[config.mk]
export PLATFORM = sky130hd
export DESIGN_NAME = stage_memory_access_flat
export DESIGN_NICKNAME = d
export VERILOG_FILES = /design/src/rtl/stage_memory_access_pkg.sv /design/src/rtl/stage_memory_access_if.sv /design/src/rtl/stage_memory_access_load_align.sv /design/src/rtl/stage_memory_access.sv /design/src/flat_wrapper.sv
export SDC_FILE = /design/constraint.sdc
export NUM_CORES = 1
export LEC_CHECK = 0
export CORE_MARGIN = 2
export CORE_UTILIZATION = 32
export CTS_CLUSTER_SIZE = 40
export DETAILED_ROUTE_END_ITERATION = 8
export PLACE_DENSITY = 0.59
export SYNTH_ARGS = -nofsm -noshare
export SYNTH_HDL_FRONTEND = slang
export SYNTH_SLANG_ARGS = --single-unit
[constraint.sdc]
create_clock -name clk -period 2.92 [get_ports clk]
set_clock_uncertainty 0.15 [all_clocks]
set_input_delay 0.876 -clock clk [delete_from_list [all_inputs] [get_ports clk]]
set_output_delay 0.876 -clock clk [all_outputs]
set_load 0.02 [all_outputs]
[src/rtl/stage_memory_access_pkg.sv]
// rtl/stage_memory_access_pkg.sv - memory-stage op/state types and lane helpers
package mem_access_pkg;

    typedef enum logic [3:0] {
        OP_NONE = 4'd0,
        OP_LB   = 4'd1,
        OP_LBU  = 4'd2,
        OP_LH   = 4'd3,
        OP_LHU  = 4'd4,
        OP_LW   = 4'd5,
        OP_SB   = 4'd6,
        OP_SH   = 4'd7,
        OP_SW   = 4'd8,
        OP_LL   = 4'd9,
        OP_SC   = 4'd10
    } mem_op_t;

    typedef enum logic [1:0] {
        ST_IDLE   = 2'd0,
        ST_ACCESS = 2'd1,
        ST_DRAIN  = 2'd2,
        ST_RESP   = 2'd3
    } mem_state_t;

    function automatic logic is_store(input mem_op_t op);
        return op inside {OP_SB, OP_SH, OP_SW, OP_SC};
    endfunction

    function automatic logic is_load(input mem_op_t op);
        return op inside {OP_LB, OP_LBU, OP_LH, OP_LHU, OP_LW, OP_LL};
    endfunction

    function automatic logic is_misaligned(input mem_op_t op, input logic [1:0] lo);
        case (op)
            OP_LH, OP_LHU, OP_SH:       return lo[0];
            OP_LW, OP_SW, OP_LL, OP_SC: return |lo;
            default:                    return 1'b0;
        endcase
    endfunction

    // Loads drive the same lane enables as the matching store width.
    function automatic logic [3:0] lane_be(input mem_op_t op, input logic [1:0] lo);
        case (op)
            OP_LB, OP_LBU, OP_SB:       return 4'b0001 << lo;
            OP_LH, OP_LHU, OP_SH:       return lo[1] ? 4'b1100 : 4'b0011;
            OP_LW, OP_SW, OP_LL, OP_SC: return 4'b1111;
            default:                    return 4'b0000;
        endcase
    endfunction

    function automatic logic [31:0] lane_wdata(input mem_op_t op, input logic [31:0] d);
        case (op)
            OP_SB:        return {4{d[7:0]}};
            OP_SH:        return {2{d[15:0]}};
            OP_SW, OP_SC: return d;
            default:      return 32'd0;
        endcase
    endfunction

endpackage

[src/rtl/stage_memory_access_if.sv]
// rtl/stage_memory_access_if.sv - data-bus request/ack interface
interface stage_memory_access_if;
    logic        bus_req;
    logic        bus_we;
    logic [3:0]  bus_be;
    logic [31:0] bus_addr;
    logic [31:0] bus_wdata;
    logic        bus_ack;
    logic [31:0] bus_rdata;

    modport master (
        output bus_req, bus_we, bus_be, bus_addr, bus_wdata,
        input  bus_ack, bus_rdata
    );

    modport slave (
        input  bus_req, bus_we, bus_be, bus_addr, bus_wdata,
        output bus_ack, bus_rdata
    );
endinterface

[src/rtl/stage_memory_access_load_align.sv]
// rtl/stage_memory_access_load_align.sv - byte/half extraction and extension of a read word
module load_align
    import mem_access_pkg::*;
(
    input  logic [31:0] rdata,
    input  logic [1:0]  addr_lo,
    input  mem_op_t     op,
    output logic [31:0] data
);

    logic [7:0]  byte_v;
    logic [15:0] half_v;

    always_comb begin
        case (addr_lo)
            2'd0:    byte_v = rdata[7:0];
            2'd1:    byte_v = rdata[15:8];
            2'd2:    byte_v = rdata[23:16];
            default: byte_v = rdata[31:24];
        endcase
        half_v = addr_lo[1] ? rdata[31:16] : rdata[15:0];

        data = 32'd0;
        case (op)
            OP_LB:        data = {{24{byte_v[7]}}, byte_v};
            OP_LBU:       data = {24'd0, byte_v};
            OP_LH:        data = {{16{half_v[15]}}, half_v};
            OP_LHU:       data = {16'd0, half_v};
            OP_LW, OP_LL: data = rdata;
            default:      data = 32'd0;
        endcase
    end

endmodule

[src/rtl/stage_memory_access.sv]
// rtl/stage_memory_access.sv - memory-stage load/store engine with LL/SC link bit
module stage_memory_access
    import mem_access_pkg::*;
(
    input  logic                          clk,
    input  logic                          reset,
    input  logic                          start,
    input  mem_op_t                       mem_op,
    input  logic [31:0]                   addr,
    input  logic [31:0]                   store_data,
    input  logic                          nullify,
    input  logic                          eret,
    stage_memory_access_if.master         bus,
    output logic [31:0]                   load_data,
    output logic                          done,
    output logic                          busy,
    output logic                          addr_error,
    output logic                          llbit
);

    mem_state_t  state_q, state_d;
    mem_op_t     op_q, op_d;
    logic [31:0] addr_q, addr_d;
    logic        bus_req_q, bus_req_d;
    logic        bus_we_q, bus_we_d;
    logic [3:0]  bus_be_q, bus_be_d;
    logic [31:0] bus_addr_q, bus_addr_d;
    logic [31:0] bus_wdata_q, bus_wdata_d;
    logic [31:0] load_data_q, load_data_d;
    logic        done_q, done_d;
    logic        addr_error_q, addr_error_d;
    logic        llbit_q, llbit_d;
    logic [31:0] lladdr_q, lladdr_d;

    logic        accept;
    logic        release_bus;
    logic [31:0] aligned;

    load_align u_load_align (
        .rdata   (bus.bus_rdata),
        .addr_lo (addr_q[1:0]),
        .op      (op_q),
        .data    (aligned)
    );

    assign accept = (state_q == ST_IDLE) && start && (mem_op != OP_NONE) && !nullify;

    always_comb begin
        state_d      = state_q;
        op_d         = op_q;
        addr_d       = addr_q;
        bus_req_d    = bus_req_q;
        bus_we_d     = bus_we_q;
        bus_be_d     = bus_be_q;
        bus_addr_d   = bus_addr_q;
        bus_wdata_d  = bus_wdata_q;
        load_data_d  = load_data_q;
        done_d       = 1'b0;
        addr_error_d = 1'b0;
        llbit_d      = llbit_q;
        lladdr_d     = lladdr_q;
        release_bus  = 1'b0;

        case (state_q)
            ST_IDLE: begin
                if (accept) begin
                    if (is_misaligned(mem_op, addr[1:0])) begin
                        state_d      = ST_RESP;
                        addr_error_d = 1'b1;
                        load_data_d  = 32'd0;
                    end else if (mem_op == OP_SC && !llbit_q) begin
                        // Failed SC never touches the bus.
                        state_d     = ST_RESP;
                        done_d      = 1'b1;
                        load_data_d = 32'd0;
                    end else begin
                        state_d     = ST_ACCESS;
                        op_d        = mem_op;
                        addr_d      = addr;
                        bus_req_d   = 1'b1;
                        bus_we_d    = is_store(mem_op);
                        bus_be_d    = lane_be(mem_op, addr[1:0]);
                        bus_addr_d  = {addr[31:2], 2'b00};
                        bus_wdata_d = lane_wdata(mem_op, store_data);
                    end
                end
            end
            ST_ACCESS: begin
                if (nullify) begin
                    // A flushed access still has to finish on the bus before we let go.
                    release_bus = bus.bus_ack;
                    state_d     = bus.bus_ack ? ST_IDLE : ST_DRAIN;
                end else if (bus.bus_ack) begin
                    release_bus = 1'b1;
                    done_d      = 1'b1;
                    state_d     = ST_RESP;
                    if (op_q == OP_SC) begin
                        load_data_d = 32'd1;
                    end else if (is_load(op_q)) begin
                        load_data_d = aligned;
                    end else begin
                        load_data_d = 32'd0;
                    end
                    if (op_q == OP_LL) begin
                        llbit_d  = 1'b1;
                        lladdr_d = addr_q;
                    end
                end
            end
            ST_DRAIN: begin
                if (bus.bus_ack) begin
                    release_bus = 1'b1;
                    state_d     = ST_IDLE;
                end
            end
            ST_RESP: begin
                state_d = ST_IDLE;
            end
            default: begin
                state_d = ST_IDLE;
            end
        endcase

        if (release_bus) begin
            bus_req_d   = 1'b0;
            bus_we_d    = 1'b0;
            bus_be_d    = 4'd0;
            bus_addr_d  = 32'd0;
            bus_wdata_d = 32'd0;
        end

        // eret wins over a same-cycle LL completion.
        if (eret) begin
            llbit_d = 1'b0;
        end
    end

    always_ff @(posedge clk or negedge reset) begin
        if (!reset) begin
            state_q      <= ST_IDLE;
            op_q         <= OP_NONE;
            addr_q       <= 32'd0;
            bus_req_q    <= 1'b0;
            bus_we_q     <= 1'b0;
            bus_be_q     <= 4'd0;
            bus_addr_q   <= 32'd0;
            bus_wdata_q  <= 32'd0;
            load_data_q  <= 32'd0;
            done_q       <= 1'b0;
            addr_error_q <= 1'b0;
            llbit_q      <= 1'b0;
            lladdr_q     <= 32'd0;
        end else begin
            state_q      <= state_d;
            op_q         <= op_d;
            addr_q       <= addr_d;
            bus_req_q    <= bus_req_d;
            bus_we_q     <= bus_we_d;
            bus_be_q     <= bus_be_d;
            bus_addr_q   <= bus_addr_d;
            bus_wdata_q  <= bus_wdata_d;
            load_data_q  <= load_data_d;
            done_q       <= done_d;
            addr_error_q <= addr_error_d;
            llbit_q      <= llbit_d;
            lladdr_q     <= lladdr_d;
        end
    end

    assign bus.bus_req   = bus_req_q;
    assign bus.bus_we    = bus_we_q;
    assign bus.bus_be    = bus_be_q;
    assign bus.bus_addr  = bus_addr_q;
    assign bus.bus_wdata = bus_wdata_q;
    assign load_data     = load_data_q;
    assign done          = done_q;
    assign addr_error    = addr_error_q;
    assign llbit         = llbit_q;
    assign busy          = accept || (state_q == ST_ACCESS) || (state_q == ST_DRAIN);

endmodule
[src/flat_wrapper.sv]
// flat-port wrapper written by rule: the top's interface ports become plain ports
module stage_memory_access_flat import mem_access_pkg::*;
  (clk, reset, start, mem_op, addr, store_data, nullify, eret, load_data, done, busy, addr_error, llbit, bus_bus_req, bus_bus_we, bus_bus_be, bus_bus_addr, bus_bus_wdata, bus_bus_ack, bus_bus_rdata);
  stage_memory_access_if bus_i ();
  input  logic clk;
  input  logic reset;
  input  logic start;
  input  mem_op_t mem_op;
  input  logic [31:0] addr;
  input  logic [31:0] store_data;
  input  logic nullify;
  input  logic eret;
  output logic [31:0] load_data;
  output logic done;
  output logic busy;
  output logic addr_error;
  output logic llbit;
  output wire logic [$bits(bus_i.bus_req)-1:0] bus_bus_req;
  output wire logic [$bits(bus_i.bus_we)-1:0] bus_bus_we;
  output wire logic [$bits(bus_i.bus_be)-1:0] bus_bus_be;
  output wire logic [$bits(bus_i.bus_addr)-1:0] bus_bus_addr;
  output wire logic [$bits(bus_i.bus_wdata)-1:0] bus_bus_wdata;
  input wire logic [$bits(bus_i.bus_ack)-1:0] bus_bus_ack;
  input wire logic [$bits(bus_i.bus_rdata)-1:0] bus_bus_rdata;
  assign bus_bus_req = bus_i.bus_req;
  assign bus_bus_we = bus_i.bus_we;
  assign bus_bus_be = bus_i.bus_be;
  assign bus_bus_addr = bus_i.bus_addr;
  assign bus_bus_wdata = bus_i.bus_wdata;
  assign bus_i.bus_ack = bus_bus_ack;
  assign bus_i.bus_rdata = bus_bus_rdata;
  stage_memory_access u_core (.clk(clk), .reset(reset), .start(start), .mem_op(mem_op), .addr(addr), .store_data(store_data), .nullify(nullify), .eret(eret), .bus(bus_i), .load_data(load_data), .done(done), .busy(busy), .addr_error(addr_error), .llbit(llbit));
endmodule
After elaboration in Yosys (flattened, before gate mapping)

Cells that the tools add are included.

Add/subtract/negate cells: 0
$mul: 0
Div/mod/pow operators: 0
Order comparisons: 0
Eq/ne operators: 31
Shifts and indexed selects: 1
Mux-type cells: 66
Bitwise operators: 2
Reduce and logical (&&, ||, !) cells: 30

Operators by type and width:

| operator                                                         | number |
|---|---|
| 32-bit two-way mux                                               | 17 |
| 32-bit case mux with 5 select lines                              | 1 |
| 32-bit case mux with 3 select lines                              | 1 |
| 32-bit case mux with 2 select lines                              | 1 |
| 1-bit two-way mux                                                | 26 |
| 4-bit by 3-bit == test with 1-bit output (second input constant) | 6 |
| 4-bit two-way mux                                                | 6 |
| 8-bit case mux with 3 select lines                               | 1 |
| 4-bit == test (second input constant)                            | 5 |
| 4-bit by 2-bit == test with 1-bit output (second input constant) | 4 |
| 16-bit two-way mux                                               | 1 |
| 2-bit two-way mux                                                | 7 |
| 4-bit case mux with 3 select lines                               | 1 |
| 4-bit AND reduction                                              | 3 |
| 2-bit nonzero test                                               | 6 |
| 4-bit by 1-bit == test with 1-bit output (second input constant) | 2 |
| 2-bit by 1-bit != test with 1-bit output (second input constant) | 4 |
| 2-bit case mux with 4 select lines                               | 1 |
| 4-bit nonzero test                                               | 2 |
| 2-bit == test (second input constant)                            | 3 |
| 2-bit != test (second input constant)                            | 3 |
| 3-bit != test (second input constant)                            | 2 |
| 1-bit case mux with 2 select lines                               | 3 |
| 6-bit nonzero test                                               | 1 |
| 12 further kinds                                                 | 23 |

Register bits after elaboration: 113
Latch bits: 0
Bits in writable memories: 0
Bits in read-only memories: 0
Input port bits: 106
Output and inout bits: 106
Logic and storage cells: 142
Memories: 0

Longest topological paths before layout

Depth after elaboration: 10
Mapped depth: 11
Mapped depth without buffers: 7

Cells and area by module

Synthesis repeated with hierarchy kept, for this count alone.

Cells, all modules: 569
Area total of the unflattened synthesis: 6004.5 um^2

By module, submodules not included:

| module              | times used | cells each | area an instance (um^2) |
|---|---|---|---|
| stage_memory_access | 1          | 462        | 5101.1 |
| load_align          | 1          | 107        | 903.4 |

Worst setup path before layout

OpenSTA, ideal clock, no wires.

Path kind: in2reg
From: in mem_op[2]
To: reg u_core.load_data_q[25], in the netlist u_core.load_data[25]
Library setup time: 0.125 ns
Arrival time: 2.633 ns
Slack: 0.012 ns
Stages: 7
Buffers on the path: 2
Path through: buf_4 or3b_4 o22ai_4 a211oi_1 a221oi_4 buf_6 mux2_2

Word-level cells in the longest chain between the ends: 8
Elaborated cells between the ends (all ways): 22
Classes of those cells: 9 x eq/ne; 6 x mux; 7 x reduce/logical

Ends and longest elaborated chain:

| element                                                                | line                          | source |
|---|---|---|
| start: declaration                                                     | flat_wrapper.sv:8             | `input mem_op_t mem_op;` |
| 4-bit by 3-bit == test with 1-bit output, or another cell as far along | stage_memory_access_pkg.sv:34 | `case (op)` |
| 4-bit OR reduction or 3-bit OR reduction (tied branches)               | stage_memory_access_pkg.sv:34 |  |
| 1-bit case mux with 2 select lines                                     | stage_memory_access_pkg.sv:34 |  |
| 1-bit two-way mux                                                      | stage_memory_access.sv:66     | `if (accept) begin` |
| 1-bit two-way mux                                                      | stage_memory_access.sv:64     | `case (state_q)` |
| 32-bit two-way mux                                                     | stage_memory_access.sv:67     | `if (is_misaligned(mem_op, addr[1:0])) begin` |
| 32-bit two-way mux                                                     | stage_memory_access.sv:66     |  |
| 32-bit case mux with 2 select lines                                    | stage_memory_access.sv:64     |  |
| end signal: assignment                                                 | stage_memory_access.sv:162    | `load_data_q <= load_data_d;` |
| end: declaration                                                       | stage_memory_access.sv:29     | `logic [31:0] load_data_q, load_data_d;` |

Parallel ways exist; a longest one is shown, timed or not. The select of a mux whose other input is x is not followed.
A chain may end at the register's enable or synchronous reset.

Final worst setup path

From: in mem_op[0]
To: reg u_core.load_data_q[31], in the netlist u_core.load_data[31]

Same word-level chain as after synthesis.

==> metrics.txt <==
design area=0.00877 sq mm; via/cell ratio=5.34; cells after synthesis=512; FF+latch area=0.00278 sq mm; area post-placement=0.00835 sq mm; I/O Buffers=209; clk sink count=111; EDFF count, synth=0; Core Footprint=0.0174 sq mm; share of cells above drive strength 1=0.147; largest net degree at the start of global routing=51; syn avg cell area=11.2 sq um; Async S/R FF share, synth=1.00; CP most frequent cell=buf_12; worst hold slack=0.309 ns; Post-DRT Antenna Nets=0; #FFs+latches synth=111; Leak=3.67 nW; DP Worst Slack=-0.645 ns; Pre-Repair DR Iteration Count=4; adder-cell share of the synthesized area=0.00829; CP Cell Sequence=dlygate4sd2_1 -> buf_4 -> or3b_4 -> o22ai_4 -> a211oi_2 -> a221oi_4 -> buf_12 -> buf_12 -> mux2_2; Worst Path Class, Setup=in -> reg; mux cell area share after synthesis=0.118; Reg power frac=0.321; CP peak stage delay=0.42 ns; share of the synthesized area in the top cell type=0.484; fillcell total=1,551; largest family of logic cells by synthesized area=compound AO/OA/AOI/OAI gates; Tightest Pin Transition=1.07 ns; XOR/XNOR Fraction of Synth Area=0.00305; placed cells=948; clock share of power=0.209; combinational cell fraction of total power=0.471; Req. time, crit path=3.01 ns; top cells by area, synth=dfrtp_1 (48%), a22o_1 (6.4%), mux2_2 (4.5%); multi-input logic area=0.00268 sq mm; crit start category=input pin; Slew Limit Fails=0; Initial Util=0.329; GRT Total Usage=0.198; Setup crit end kind=flop; status=complete, no violations; fin crit share=0.982; die width=138 microns; non-filler instance count after layout=970; clock transition at the registers of the reported paths=0.08 ns; min cycle time layout=2.87 ns; Hold Vio Cnt, Final=0; # rows=48; Internal=0.00414 W; Layout area overhead=52.9%; Die Y=138 microns; top cell type by total area after synthesis=dfrtp_1; Final #Nets=848; Cell Pwr Density=763 mW/mm^2; endpoints failing setup=0; slew margin rel.=0.281; drt drc=0; CP Max Fanout=18; Synth Warn #=0; gr ovfl total=0; CTS tree=built; initial antenna violation count=2; GP Congestion=0.836; Worst Reg-to-Reg Cells=10; root buffer cell=clkbuf_16; Net Sw Power=0.00255 W; post-synthesis sequential area ratio=0.484; routed via count=5,181; sw frac=0.381; Power Total=0.00669 W; peak supply drop=0.369 mV; Max Cap Viol=0; unrepaired setup endpoints after global routing=false; Num CTS Buffers=9; fmax=349 MHz; Initial DRC Count=241; vias in the first global route=5,444; post-DP HPWL=13,600 microns; IO Pins=212; CP max-delay cell=or3b_4; Synth Area in Compound Gates=0.266; worst setup margin=0.0518 ns; Simple-Gate Fraction of Synth Area=0.0674; H-tree depth=3; Syn Std Cell Area=0.00574 sq mm; Clock Latency Late Sink=0.36 ns; die footprint=0.0190 sq mm; clk buf depth=2; Hold Crit Class=in -> async; final wirelength=18,600 microns; Synth cell types=63; Top FF cell, synth=dfrtp_1; WP data arrival=2.96 ns; Routed WL per cell=19.2 microns; global-route wire length before repair=28,900 microns
[cell type report]
type | instances | share of cell area
antenna | 1 | 0.000285
clock buffer | 9 | 0.0257
clock inverter | 7 | 0.0130
inverter | 23 | 0.00984
multi-input combinational | 336 | 0.306
sequential | 111 | 0.317
tap | 225 | 0.0321
timing repair buffer | 258 | 0.296
[per-layer routing]
metal	wire length, microns	GRT usage
met2	8520	0.320
met1	7770	0.246
met5	17	0
met3	1940	0.0665
met4	391	0.0720
[metrics by stage]
step / utilization / TNS [ns]
after floorplan: - / 0
after global placement: 0.479 / -37.58
after detailed placement: 0.479 / -45.00
after CTS: 0.503 / 0
after global routing: 0.504 / 0
final: 0.504 / 0
[synthesized netlist by cell type (2+ instances only)]
cell and n:
o21a_1 7, a221oi_1 2, a32o_1 4, buf_2 12, nand2b_1 11, mux2_1 9, a21boi_0 13, mux2_2 23
inv_1 23, dfrtp_1 111, buf_6 2, nor3_1 3, nand2_1 25, a21o_1 8, nand3_1 3, a22o_1 42
o22ai_1 3, o21ai_0 19, clkbuf_1 23, nor2_1 13, ha_1 3, nor2b_1 4, mux2i_1 18, mux4_2 6
buf_4 6, a22oi_1 24, nor3b_1 2, a211oi_1 2, nand3b_1 5, o2bb2ai_1 24, a21oi_1 30
[worst max-delay path, delay by kind of cell]
kind	cells	cell delay [ns]
AO/OA/AOI/OAI	3	0.51
multiplexers	1	0.34
buffers and inverters	4	0.80
AND/OR/NAND/NOR	1	0.42
[power by group through the flow]
stage | sequential (W) | combinational [W] | clock [W]
3_5_place_dp | 0.00216 | 0.00304 | 0
4_1_cts | 0.00215 | 0.00316 | 0.00142
5_1_grt | 0.00220 | 0.00337 | 0.00149
3_3_place_gp | 0.00216 | 0.00297 | 0
6_report | 0.00214 | 0.00315 | 0.00140
2_1_floorplan | 0.00234 | 0.00159 | 0
[path summary, 6_finish.rpt]
check | start | end | slack, ns
max | mem_op[0] | u_core.load_data[31] | 0.05
min | reset | u_core.load_data[1] | 0.31
max reg2reg | u_core.state_q[0] | u_core.load_data[31] | 0.26
min reg2reg | u_core.bus.bus_wdata[20] | u_core.bus.bus_wdata[20] | 0.34
max in group asynchronous | reset | u_core.bus.bus_wdata[28] | 1.71
min in group clk | u_core.bus.bus_wdata[20] | u_core.bus.bus_wdata[20] | 0.34
[cell usage in the layout, fill, tap and decap left out, types with 3 or more instances in the layout]
master	n
o2bb2ai_1	24
o21a_1	6
o22ai_1	3
a22oi_1	24
a21o_1	8
mux2i_1	18
nand3_1	3
o21ai_0	19
nand3b_1	5
dfrtp_1	111
clkbuf_16	9
a32o_1	4
a21boi_0	13
ha_1	3
a21oi_1	30
nand2_1	25
a22o_1	42
buf_4	38
nor2_1	13
mux4_2	6
mux2_2	23
dlygate4sd2_1	6
nand2b_1	11
clkdlybuf4s50_1	201
nor2b_1	4
inv_1	23
buf_12	10
mux2_1	9
[kinds of logic after synthesis]
family / count (synthesis)
flip-flops: 111
multiplexers: 56
AND/OR/NAND/NOR: 75
XOR/XNOR: 2
adder cells (fa/ha/maj): 4
AO/OA/AOI/OAI: 197
buffers and inverters: 66
other: 1
[flip-flops by register name, indices dropped and copies added, names as in the netlist]
name	cells
u_core.addr_error	1
u_core.addr_q	2
u_core.bus.bus_addr	30
u_core.bus.bus_be	4
u_core.bus.bus_req	1
u_core.bus.bus_wdata	32
u_core.bus.bus_we	1
u_core.done	1
u_core.llbit	1
u_core.load_data	32
u_core.op_q	4
u_core.state_q	2
[repair_timing]
action                                  4_1_cts  5_1_grt
resized for setup                            15        2
endpoints found under the setup margin       77       16
setup buffers                                 4        0
gates cloned                                  1        0
hold buffers                                  0        0
pin swaps                                     2        1
No activity file was read; power rests on OpenSTA's default activity.
